--- src/rtl/usd_cmd_arbiter.sv ---
// rtl/usd_cmd_arbiter.sv - round-robin share of the uSD command/result FIFOs
// Owner queue remembers who issued each command so results route back in order.
module usd_cmd_arbiter #(
  parameter int NUM_REQ   = 2,
  parameter int OWN_DEPTH = 16
) (
  input  logic                         apuClk,
  input  logic                         sysRst,
  input  logic [NUM_REQ-1:0]           reqValid,
  input  logic [72*NUM_REQ-1:0]        reqData,
  output logic [NUM_REQ-1:0]           reqReady,
  output logic [NUM_REQ-1:0]           respValid,
  output logic [35:0]                  respData,
  input  logic [NUM_REQ-1:0]           respReady,
  output logic [71:0]                  cmdFifoData,
  output logic                         cmdFifoWrEn,
  input  logic                         cmdFifoFull,
  input  logic [35:0]                  resultFifoData,
  output logic                         resultFifoRdEn,
  input  logic                         resultFifoEmpty,
  output logic [$clog2(OWN_DEPTH):0]   outstanding,
  output logic                         orphanErr
);

  localparam int RW = (NUM_REQ > 1) ? $clog2(NUM_REQ) : 1;
  localparam int PW = $clog2(OWN_DEPTH);
  localparam logic [PW:0] DEPTH_C = (PW+1)'(OWN_DEPTH);

  localparam logic [1:0] R_IDLE = 2'd0;
  localparam logic [1:0] R_READ = 2'd1;
  localparam logic [1:0] R_CAP  = 2'd2;
  localparam logic [1:0] R_HOLD = 2'd3;

  logic [RW-1:0] rr_ptr_q, rr_ptr_d;
  logic [71:0]   cmd_data_q, cmd_data_d;
  logic          cmd_wr_q, cmd_wr_d;
  logic [RW-1:0] own_mem_q [OWN_DEPTH];
  logic [PW-1:0] wr_ptr_q, wr_ptr_d, rd_ptr_q, rd_ptr_d;
  logic [PW:0]   count_q, count_d;
  logic [1:0]    state_q, state_d;
  logic [RW-1:0] owner_q, owner_d;
  logic [35:0]   resp_data_q, resp_data_d;
  logic          orphan_q, orphan_d;

  logic          grant_vld, accept, pop;
  logic [RW-1:0] grant_idx, cand;

  // First requesting index at or after rr_ptr_q; descending loop so the nearest wins.
  always_comb begin
    grant_vld = 1'b0;
    grant_idx = '0;
    cand      = '0;
    for (int k = NUM_REQ - 1; k >= 0; k--) begin
      cand = RW'((int'(rr_ptr_q) + k) % NUM_REQ);
      if (reqValid[cand]) begin
        grant_vld = 1'b1;
        grant_idx = cand;
      end
    end
  end

  assign accept   = grant_vld && !cmdFifoFull && !cmd_wr_q && (count_q < DEPTH_C);
  assign pop      = (state_q == R_CAP) && (count_q != '0);
  assign reqReady = accept ? (NUM_REQ'(1) << grant_idx) : '0;

  always_comb begin
    rr_ptr_d   = rr_ptr_q;
    cmd_data_d = cmd_data_q;
    cmd_wr_d   = 1'b0;
    wr_ptr_d   = wr_ptr_q;
    rd_ptr_d   = rd_ptr_q;
    count_d    = count_q;
    if (accept) begin
      rr_ptr_d   = RW'((int'(grant_idx) + 1) % NUM_REQ);
      cmd_data_d = reqData[72*grant_idx +: 72];
      cmd_wr_d   = 1'b1;
      wr_ptr_d   = wr_ptr_q + PW'(1);
    end
    if (pop) rd_ptr_d = rd_ptr_q + PW'(1);
    case ({accept, pop})
      2'b10:   count_d = count_q + (PW+1)'(1);
      2'b01:   count_d = count_q - (PW+1)'(1);
      default: count_d = count_q;
    endcase
  end

  always_comb begin
    state_d     = state_q;
    owner_d     = owner_q;
    resp_data_d = resp_data_q;
    orphan_d    = 1'b0;
    case (state_q)
      R_IDLE: if (!resultFifoEmpty) state_d = R_READ;
      R_READ: state_d = R_CAP;
      R_CAP: begin
        resp_data_d = resultFifoData;
        if (count_q != '0) begin
          owner_d = own_mem_q[rd_ptr_q];
          state_d = R_HOLD;
        end else begin
          orphan_d = 1'b1;
          state_d  = R_IDLE;
        end
      end
      R_HOLD: if (respReady[owner_q]) state_d = R_IDLE;
      default: state_d = R_IDLE;
    endcase
  end

  always_ff @(posedge apuClk) begin
    if (sysRst) begin
      rr_ptr_q    <= '0;
      cmd_data_q  <= '0;
      cmd_wr_q    <= 1'b0;
      wr_ptr_q    <= '0;
      rd_ptr_q    <= '0;
      count_q     <= '0;
      state_q     <= R_IDLE;
      owner_q     <= '0;
      resp_data_q <= '0;
      orphan_q    <= 1'b0;
    end else begin
      rr_ptr_q    <= rr_ptr_d;
      cmd_data_q  <= cmd_data_d;
      cmd_wr_q    <= cmd_wr_d;
      wr_ptr_q    <= wr_ptr_d;
      rd_ptr_q    <= rd_ptr_d;
      count_q     <= count_d;
      state_q     <= state_d;
      owner_q     <= owner_d;
      resp_data_q <= resp_data_d;
      orphan_q    <= orphan_d;
    end
  end

  // Entries are only read below count_q, so the storage needs no reset.
  always_ff @(posedge apuClk) begin
    if (accept) own_mem_q[wr_ptr_q] <= grant_idx;
  end

  assign cmdFifoData    = cmd_data_q;
  assign cmdFifoWrEn    = cmd_wr_q;
  assign resultFifoRdEn = (state_q == R_READ);
  assign respValid      = (state_q == R_HOLD) ? (NUM_REQ'(1) << owner_q) : '0;
  assign respData       = resp_data_q;
  assign outstanding    = count_q;
  assign orphanErr      = orphan_q;

endmodule

--- config.mk ---
export PLATFORM = sky130hd
export DESIGN_NAME = usd_cmd_arbiter
export DESIGN_NICKNAME = d
export VERILOG_FILES = /design/src/rtl/usd_cmd_arbiter.sv
export SDC_FILE = /design/constraint.sdc
export NUM_CORES = 1
export LEC_CHECK = 0
export CAP_MARGIN = 10
export CORE_UTILIZATION = 35
export DETAILED_ROUTE_END_ITERATION = 16
export DONT_BUFFER_PORTS = 1
export PLACE_DENSITY_LB_ADDON = 0.25
export SLEW_MARGIN = 20
export SYNTH_ARGS = -nofsm -noshare
export SYNTH_HDL_FRONTEND = slang
export SYNTH_SLANG_ARGS = --single-unit
--- constraint.sdc ---
create_clock -name apuClk -period 4.8 [get_ports apuClk]
set_input_delay 0.48 -clock apuClk [delete_from_list [all_inputs] [get_ports apuClk]]
set_output_delay 0.48 -clock apuClk [all_outputs]
set_load 0.05 [all_outputs]
==> results.sh, run 1 <==
export IMPL_status="finished clean"
export IMPL_rrSetupSlack_ps=1540
export IMPL_grt_usage_pct=17.7
export IMPL_avgViaCountPerCell=5.34
export IMPL_synth_nets=921
export IMPL_cts_buffer_depth=2
export IMPL_p_per_area_nw_per_um2=481
export IMPL_synth_area_per_cell_um2=8.24
export IMPL_die_h_um=132
export IMPL_antenna_cells=0
export IMPL_gr_total_overflow=0
export IMPL_cellLeakagePower_nw=2.40
export IMPL_cts_buffers=17
export IMPL_synthArstFlopShare_pct=0
export IMPL_hold_class="in -> reg"
export IMPL_final_cell_mix="nand2_1 (226), dfxtp_1 (127), nor2_1 (105), a311oi_1 (74), a21oi_1 (43)"
export IMPL_syn_inst=723
export IMPL_cp_start_kind="flip-flop"
export IMPL_cts_resized_gates=0
export IMPL_drc=0
export IMPL_relSlewSlack_pct=35.3
export IMPL_synth_area_um2=5960
export IMPL_finClkSkew_ps=10.6
export IMPL_crit_type="reg -> reg"
export IMPL_synth_seq_area_share_pct=50.8
export IMPL_pwr_share_clk_pct=42.1
export IMPL_numPortBuffers=0
export IMPL_crit_chain="nor3_1 -> a21oi_2 -> ha_1 -> inv_1 -> fa_1 -> nor2b_1 -> o21ai_0 -> nand3_1 -> or3b_1 -> mux2_2"
export IMPL_grt_max_degree=129
export IMPL_root_buffer="clkbuf_16"
export IMPL_antenna_found_initial=0
export IMPL_hold_end="respData[1]$_SDFFE_PP0N_"
export IMPL_vias=4921
export IMPL_synth_seq_cells=143
export IMPL_hp_start="sysRst"
export IMPL_p_sw_uw=987
export IMPL_peakVddDrop_v=0.000265
export IMPL_slew_violations=0
export IMPL_pin_count=308
export IMPL_switching_share_pct=30.9
export IMPL_fmax_ghz=0.307
export IMPL_grt_pass1_wl_um=24400
export IMPL_fin_setup_tns_ps=0
export IMPL_die_x_um=132
export IMPL_r2r_end="outstanding[4]$_SDFFE_PP0P_"
export IMPL_floorplan_initialDensity_pct=35.9
export IMPL_rr_startpoint="outstanding[4]$_SDFFE_PP0P_"
export IMPL_rsz0062_at_grt="no"
export IMPL_coreArea_um2=16600
export IMPL_pre_cts_slack_ps=1570
export IMPL_area_growth_pct=11.7
export IMPL_final_common_cell="nand2_1"
export IMPL_cp_slowest_cell="dfxtp_1"
export IMPL_p_int_mw=2.21
export IMPL_drt_wl_total_um=15900
export IMPL_timing_final_crit_share_pct=67.9
export IMPL_clkSlewWorstSetupHoldPaths_ps=60
export IMPL_cts_tree="yes"
export IMPL_rr_worst_depth=10
export IMPL_clkLatencyLatePin_ps=410
export IMPL_dieArea_um2=17500
export IMPL_firstDrtPassIters=4
export IMPL_synth_edff_count=16
export IMPL_cts_sinks=143
export IMPL_critPathMaxStageDelay_ps=760
export IMPL_setup_worst_path_start="outstanding[4]$_SDFFE_PP0P_"
export IMPL_hold_viol=0
export IMPL_dpl_hpwl_um=11200
export IMPL_crit_required_ps=5100
export IMPL_end_kind="flip-flop"
export IMPL_ant_nets=0
export IMPL_ctsHoldBuffers=0
export IMPL_layout_setup_ws_ps=1540
export IMPL_cap_viol_max_count=0
export IMPL_crit_arrival_ps=3550
export IMPL_synth_warnings=0
export IMPL_p_comb_share_pct=7.9
export IMPL_finish_net_count=886
export IMPL_min_period_ps=3260
export IMPL_synthFlopType="dfxtp_1"
export IMPL_path_max_fanout=7
export IMPL_post_drt_wl_per_cell_um=17.3
export IMPL_row_count=47
export IMPL_drt_iter0_markers=237
export IMPL_post_cts_setup_buffers=0
export IMPL_gp_congestion=0.839
export IMPL_grt_pass1_vias=4656
export IMPL_drive_above_1_share_pct=6.42
export IMPL_worst_slew_pin_slew_ps=970
export IMPL_whs_path_depth=1
export IMPL_h_tree_depth=4
export IMPL_setup_viol=0
export IMPL_yosysUniqueCellTypes=32
export IMPL_pwr_share_seq_pct=50.0
-- cell usage after synthesis (2+ instances only) --
cell        n  area share (%)
o21ai_0     3            0.25
or3_1       2            0.21
nand2b_1    5            0.53
inv_1      11            0.69
mux2_2      2            0.38
xor2_1      5            0.74
nand2_1   226              14
mux2i_1     4            0.67
ha_1        9             1.9
a21oi_1    43             3.6
a311oi_1   74              11
clkbuf_1   38             2.4
xnor2_1     3            0.44
nor2b_1     5            0.53
mux4_2      2            0.76
edfxtp_1   16             8.1
buf_2      13             1.1
o211ai_1    2            0.25
nor3_1      8            0.67
dfxtp_1   127              43
buf_1       8            0.50
nand3_1     2            0.17
nor2_1    105             6.6
nand4_1     2            0.21
-- kinds of logic after synthesis --
family / Yosys count / share of synthesized area, %
AO/OA/AOI/OAI: 126 / 15.6
flip-flops: 143 / 50.8
XOR/XNOR: 8 / 1.18
buffers and inverters: 70 / 4.68
AND/OR/NAND/NOR: 358 / 23.8
adder cells (fa/ha/maj): 10 / 2.23
multiplexers: 8 / 1.81
-- worst max-delay path: cells and delay by family, from the launching register on --
family / cells / cell delay, ps
AND/OR/NAND/NOR: 4 / 820
adder cells (fa/ha/maj): 2 / 700
flip-flops: 1 / 760
multiplexers: 1 / 280
AO/OA/AOI/OAI: 2 / 490
buffers and inverters: 1 / 110
-- stage by stage --
stage                     area [um2]  power, mW  utilization, %  hold WS (ps)  std cells
after floorplan                 5960       1.83               -           465        723
after global placement          6040       1.87            36.4           506        889
after detailed placement        6050       1.88            36.5           507        889
after CTS                       6660       3.23            40.1           118        921
after global routing            6660       3.33            40.1           109        921
final                           6660       3.20            40.1           142        921
-- registers in the layout, summed over array words and instances, names as in the netlist --
signal       count
own_mem_q       16
state_q          2
rr_ptr_q         1
rd_ptr_q         4
outstanding      5
respData        36
wr_ptr_q         4
owner_q          1
cmdFifoWrEn      1
orphanErr        1
cmdFifoData     72
-- layout make-up --
type | count | area [um2]
Clock inverter | 13 | 163
Multi-Input combinational cell | 510 | 2670
Clock buffer | 19 | 443
Fill cell | 1664 | 9930
Tap cell | 220 | 275
Sequential cell | 143 | 3020
Inverter | 11 | 41.3
Timing Repair Buffer | 5 | 37.5
-- power by group through the flow --
stage                     combinational, mW  clock (mW)  sequential, mW
after detailed placement              0.255           0            1.63
after global placement                0.244           0            1.63
after CTS                             0.255        1.37            1.60
after floorplan                       0.227           0            1.60
after global routing                  0.289        1.43            1.61
final                                 0.252        1.35            1.60
-- routing by layer --
| metal | GRT usage [%] | vias up | routed length (um) |
|---|---|---|---|
| met4 | 6.26 | 0 | 269 |
| li1 | - | 2392 | - |
| met2 | 30.2 | 238 | 7770 |
| met1 | 19.6 | 2274 | 6370 |
| met5 | 0 | - | 0 |
| met3 | 7.43 | 17 | 1480 |
-- how the worst max path moves through the flow --
stage / cells past startpoint / slack [ps] / end
final: 10 / 1540 / outstanding[4]$_SDFFE_PP0P_
after global routing: 10 / 1350 / outstanding[4]$_SDFFE_PP0P_
after CTS: 10 / 1550 / outstanding[4]$_SDFFE_PP0P_
after detailed placement: 10 / 1570 / outstanding[4]$_SDFFE_PP0P_
after global placement: 10 / 1670 / outstanding[4]$_SDFFE_PP0P_
after floorplan: 10 / 1830 / outstanding[4]$_SDFFE_PP0P_
No activity file was read; power rests on OpenSTA's default activity.
==> run 2, diff against run 1 <==
==> constraint.sdc (replaced) <==
create_clock -name apuClk -period 3.2 [get_ports apuClk]
set_input_delay 0.32 -clock apuClk [delete_from_list [all_inputs] [get_ports apuClk]]
set_output_delay 0.32 -clock apuClk [all_outputs]
set_load 0.05 [all_outputs]
==> results.sh, run 2 (synthesized netlist as in run 1, its figures left out) <==
export IMPL_timing_final_crit_share_pct=89.7
export IMPL_avgViaCountPerCell=5.27
export IMPL_path_max_fanout=8
export IMPL_min_period_ps=2870
export IMPL_post_cts_setup_buffers=0
export IMPL_peakVddDrop_v=0.000338
export IMPL_coreArea_um2=16600
export IMPL_slew_violations=0
export IMPL_final_area_um2=6760
export IMPL_p_sw_mw=1.49
export IMPL_drt_wl_total_um=15600
export IMPL_cts_tree="yes"
export IMPL_pwr_share_seq_pct=48.9
export IMPL_die_h_um=132
export IMPL_dieArea_um2=17500
export IMPL_area_growth_pct=13.6
export IMPL_row_count=47
export IMPL_crit_required_ps=3500
export IMPL_gp_congestion=0.833
export IMPL_route_met3_wl_um=1450
export IMPL_final_common_cell="nand2_1"
export IMPL_grt_usage_pct=17.6
export IMPL_cts_buffer_depth=2
export IMPL_floorplan_initialDensity_pct=35.9
export IMPL_path_delay_family="simple AND/OR/NAND/NOR gates"
export IMPL_highest_layer="met4"
export IMPL_cap_viol_max_count=0
export IMPL_ant_nets=0
export IMPL_pwr_share_clk_pct=42.1
export IMPL_num_fill_cells=1655
export IMPL_vias=4902
export IMPL_layout_setup_ws_ps=330
export IMPL_end_kind="flip-flop"
export IMPL_switching_share_pct=30.5
export IMPL_critPathMaxStageDelay_ps=400
export IMPL_largest_reg_flops=72
export IMPL_drive_above_1_share_pct=7.61
export IMPL_wl_met1_um=6330
export IMPL_status="finished clean"
export IMPL_finish_net_count=895
export IMPL_root_buffer="clkbuf_16"
export IMPL_clkSlewWorstSetupHoldPaths_ps=60
export IMPL_drt_iter0_markers=251
export IMPL_cts_buffers=17
export IMPL_worst_slew_pin_slew_ps=953
export IMPL_wl_met2_um=7580
export IMPL_whs_path_depth=2
export IMPL_crit_chain="nand2b_1 -> a21oi_2 -> ha_1 -> inv_1 -> fa_1 -> nor2b_1 -> o21ai_0 -> nand3_1 -> or3b_1 -> mux2_2"
export IMPL_rr_worst_depth=10
export IMPL_drc=0
export IMPL_pin_count=308
export IMPL_rsz0062_at_grt="no"
export IMPL_hold_viol=0
export IMPL_grt_max_degree=127
export IMPL_final_cell_mix="nand2_1 (226), dfxtp_1 (127), nor2_1 (105), a311oi_1 (74), a21oi_1 (43)"
export IMPL_path_buf_inv=1
export IMPL_gr_total_overflow=0
export IMPL_antenna_found_initial=0
export IMPL_h_tree_depth=4
export IMPL_p_int_mw=3.38
export IMPL_finClkSkew_ps=8.80
export IMPL_die_x_um=132
export IMPL_p_comb_share_pct=9.0
export IMPL_cp_num_cells=10
export IMPL_fmax_ghz=0.348
export IMPL_numPortBuffers=0
export IMPL_crit_arrival_ps=3170
export IMPL_fin_util_pct=40.8
export IMPL_postPlaceCellArea_um2=6120
export IMPL_post_drt_wl_per_cell_um=16.8
export IMPL_pre_cts_slack_ps=384
export IMPL_setup_viol=0
export IMPL_hold_slack_ps=39.4
export IMPL_dpl_hpwl_um=11100
export IMPL_clkLatencyLatePin_ps=410
export IMPL_cp_start_kind="flip-flop"
export IMPL_cellLeakagePower_nw=2.47
export IMPL_cp_slowest_cell="fa_1"
export IMPL_antenna_cells=0
export IMPL_firstDrtPassIters=4
export IMPL_relSlewSlack_pct=36.2
export IMPL_hold_class="in -> reg"
export IMPL_cts_sinks=143
export IMPL_grt_pass1_vias=4685
export IMPL_grt_pass1_wl_um=24200
export IMPL_fin_setup_tns_ps=0
export IMPL_p_per_area_nw_per_um2=719
export IMPL_crit_type="reg -> reg"
-- run 2: path summary, 6_finish.rpt --
check                     startpoint                     endpoint  slack, ps
max reg2reg  state_q[0]$_SDFFE_PP0P_  outstanding[4]$_SDFFE_PP0P_        330
min reg2reg    rr_ptr_q$_SDFFE_PP0P_        rr_ptr_q$_SDFFE_PP0P_        530
max          state_q[0]$_SDFFE_PP0P_  outstanding[4]$_SDFFE_PP0P_        330
min               resultFifoData[21]    respData[21]$_SDFFE_PP0N_         40
-- run 2: worst register-to-register path, delay by kind of cell (launching register included) --
kind | cells | cell delay [ps]
fa+ha+maj | 2 | 700
simple gates | 4 | 840
mux | 1 | 280
flops | 1 | 370
buf+inv | 1 | 110
compound gates | 2 | 450
-- run 2: per-stage QoR --
stage	instances	total power [mW]
2_1_floorplan	723	2.74
3_3_place_gp	897	2.81
3_5_place_dp	897	2.83
4_1_cts	930	4.93
5_1_grt	930	5.07
6_report	930	4.86
-- run 2: final cells by class --
| cell class | count | area [um2] | area share, % |
|---|---|---|---|
| Clock buffer | 20 | 468 | 6.92 |
| Multi-Input combinational cell | 510 | 2670 | 39.4 |
| Tap cell | 220 | 275 | 4.07 |
| Timing Repair Buffer | 14 | 138 | 2.03 |
| Sequential cell | 143 | 3020 | 44.7 |
| Clock inverter | 12 | 151 | 2.24 |
| Inverter | 11 | 41.3 | 0.610 |
-- run 2: per-layer routing --
metal / track usage, % / vias up
met5: 0 / -
met4: 6.77 / 0
met3: 7.01 / 20
met2: 29.8 / 226
met1: 19.7 / 2251
li1: - / 2405
-- run 2: power groups by stage --
| stage | combinational [mW] | sequential (mW) | clock (mW) |
|---|---|---|---|
| after floorplan | 0.340 | 2.40 | 0 |
| after global placement | 0.394 | 2.42 | 0 |
| after detailed placement | 0.411 | 2.42 | 0 |
| after CTS | 0.438 | 2.38 | 2.11 |
| after global routing | 0.494 | 2.39 | 2.19 |
| final | 0.436 | 2.38 | 2.05 |
-- run 2: repair_timing --
item,4_1_cts,5_1_grt
hold buffers,1,0
gates resized for setup,0,0
hold endpoints to repair,126,0
==> run 3, diff against run 2 <==
--- a/config.mk
+++ b/config.mk
@@ -6,7 +6,9 @@
 export NUM_CORES = 1
 export LEC_CHECK = 0
 export CAP_MARGIN = 10
-export CORE_UTILIZATION = 35
+export CELL_PAD_IN_SITES_DETAIL_PLACEMENT = 0
+export CELL_PAD_IN_SITES_GLOBAL_PLACEMENT = 2
+export CORE_UTILIZATION = 33
 export DETAILED_ROUTE_END_ITERATION = 16
 export DONT_BUFFER_PORTS = 1
 export PLACE_DENSITY_LB_ADDON = 0.25
==> results.sh, run 3 (synthesized netlist as in run 1, its figures left out) <==
export IMPL_fin_util_pct=38.8
export IMPL_post_cts_setup_buffers=0
export IMPL_die_x_um=136
export IMPL_critPathMaxStageDelay_ps=430
export IMPL_hold_viol=0
export IMPL_numPortBuffers=0
export IMPL_setup_viol=0
export IMPL_grt_pass1_vias=4795
export IMPL_multi_input_area_um2=2670
export IMPL_gr_total_overflow=0
export IMPL_ctsHoldBuffers=1
export IMPL_clkSlewWorstSetupHoldPaths_ps=60
export IMPL_final_cell_mix="nand2_1 (226), dfxtp_1 (127), nor2_1 (105), a311oi_1 (74), a21oi_1 (43)"
export IMPL_pin_count=308
export IMPL_crit_type="reg -> reg"
export IMPL_finish_net_count=894
export IMPL_path_delay_family="simple AND/OR/NAND/NOR gates"
export IMPL_drive_above_1_share_pct=7.62
export IMPL_largest_reg_flops=72
export IMPL_drt_iter0_markers=248
export IMPL_cp_slowest_cell="dfxtp_1"
export IMPL_p_sw_mw=1.55
export IMPL_dieArea_um2=18600
export IMPL_grt_pass1_wl_um=24800
export IMPL_final_common_cell="nand2_1"
export IMPL_antenna_cells=0
export IMPL_grt_usage_pct=17.4
export IMPL_fmax_ghz=0.354
export IMPL_firstDrtPassIters=4
export IMPL_row_count=48
export IMPL_h_tree_depth=4
export IMPL_rrSetupSlack_ps=380
export IMPL_die_h_um=136
export IMPL_status="finished clean"
export IMPL_hold_class="in -> reg"
export IMPL_p_per_area_nw_per_um2=722
export IMPL_floorplan_initialDensity_pct=34.1
export IMPL_path_buf_inv=1
export IMPL_finClkSkew_ps=7.42
export IMPL_rsz0062_at_grt="no"
export IMPL_clkLatencyLatePin_ps=420
export IMPL_cp_num_cells=10
export IMPL_area_growth_pct=13.8
export IMPL_coreArea_um2=17500
export IMPL_cts_buffers=17
export IMPL_gp_congestion=0.766
export IMPL_hold_slack_ps=31.1
export IMPL_slew_violations=0
export IMPL_rr_startpoint="outstanding[4]$_SDFFE_PP0P_"
export IMPL_p_int_mw=3.34
export IMPL_dpl_hpwl_um=11200
export IMPL_critPathCapture="outstanding[4]$_SDFFE_PP0P_"
export IMPL_path_max_fanout=7
export IMPL_setup_worst_path_start="outstanding[4]$_SDFFE_PP0P_"
export IMPL_cts_sinks=143
export IMPL_power_mw=4.89
export IMPL_crit_chain="nor3_1 -> a21oi_2 -> ha_1 -> inv_1 -> fa_1 -> nor2b_1 -> o21ai_0 -> nand3_1 -> or3b_1 -> mux2_2"
export IMPL_crit_arrival_ps=3130
export IMPL_root_buffer="clkbuf_16"
export IMPL_ant_nets=0
export IMPL_cts_buffer_depth=2
export IMPL_drc=0
export IMPL_p_comb_share_pct=9.0
export IMPL_vias=4909
export IMPL_cap_viol_max_count=0
export IMPL_num_fill_cells=1772
export IMPL_fin_setup_tns_ps=0
export IMPL_cts_tree="yes"
export IMPL_cts_resized_gates=0
export IMPL_drt_wl_total_um=16400
export IMPL_seq_area_um2=3020
export IMPL_r2r_end="outstanding[4]$_SDFFE_PP0P_"
export IMPL_relSlewSlack_pct=32.4
export IMPL_switching_share_pct=31.7
export IMPL_end_kind="flip-flop"
export IMPL_min_period_ps=2820
export IMPL_rr_worst_depth=10
export IMPL_post_drt_wl_per_cell_um=17.5
export IMPL_worst_slew_pin_slew_ps=1010
export IMPL_grt_max_degree=153
export IMPL_timing_final_crit_share_pct=88.2
export IMPL_cp_start_kind="flip-flop"
export IMPL_peakVddDrop_v=0.000371
export IMPL_pwr_share_seq_pct=48.7
export IMPL_avgViaCountPerCell=5.26
export IMPL_pwr_share_clk_pct=42.4
export IMPL_crit_required_ps=3500
export IMPL_cellLeakagePower_nw=2.47
export IMPL_antenna_found_initial=0
==> run 3: cell types whose count changed in the layout (fill, tap and decap cells not counted), moves of 2 or more <==
cell and delta:
buf_4 -2, clkinv_2 -2, inv_8 +2, clkinv_4 +4, inv_6 -2
==> run 3: power by group through the flow <==
stage	clock (mW)	sequential, mW	combinational (mW)
after floorplan	0	2.40	0.340
after global placement	0	2.42	0.403
after detailed placement	0	2.42	0.419
after CTS	2.14	2.38	0.447
after global routing	2.20	2.39	0.502
final	2.07	2.38	0.438
==> run 3: through the flow <==
stage	setup slack, ps	instances	cell area, um2
CTS	351	934	6780
finish	377	934	6780
floorplan	232	723	5960
global placement	443	901	6130
global route	177	934	6780
detailed placement	391	901	6130
==> run 3: final cells by class <==
| type | instances | share of cell area (%) |
|---|---|---|
| Clock buffer | 18 | 6.48 |
| Sequential cell | 143 | 44.6 |
| Multi-Input combinational cell | 510 | 39.4 |
| Inverter | 11 | 0.609 |
| Clock inverter | 14 | 2.70 |
| Tap cell | 225 | 4.15 |
| Timing Repair Buffer | 13 | 2.10 |
==> run 3: worst min-delay path by stage <==
stage	depth (start not counted)	end	startpoint	slack [ps]
floorplan	2	respData[0]$_SDFFE_PP0N_	resultFifoData[0]	460
global placement	1	cmdFifoData[46]$_SDFFE_PP0P_	sysRst	400
detailed placement	1	cmdFifoData[41]$_SDFFE_PP0P_	sysRst	400
CTS	2	respData[30]$_SDFFE_PP0N_	resultFifoData[30]	10
global route	2	respData[30]$_SDFFE_PP0N_	resultFifoData[30]	10
finish	2	respData[27]$_SDFFE_PP0N_	resultFifoData[27]	30
==> run 3: layer usage <==
layer | vias to the layer above | wire length, um | global-route usage (%)
li1 | 2411 | - | -
met1 | 2253 | 6030 | 18.5
met2 | 219 | 8480 | 30.3
met3 | 26 | 1540 | 6.56
met4 | 0 | 330 | 7.84
met5 | - | 0 | 0
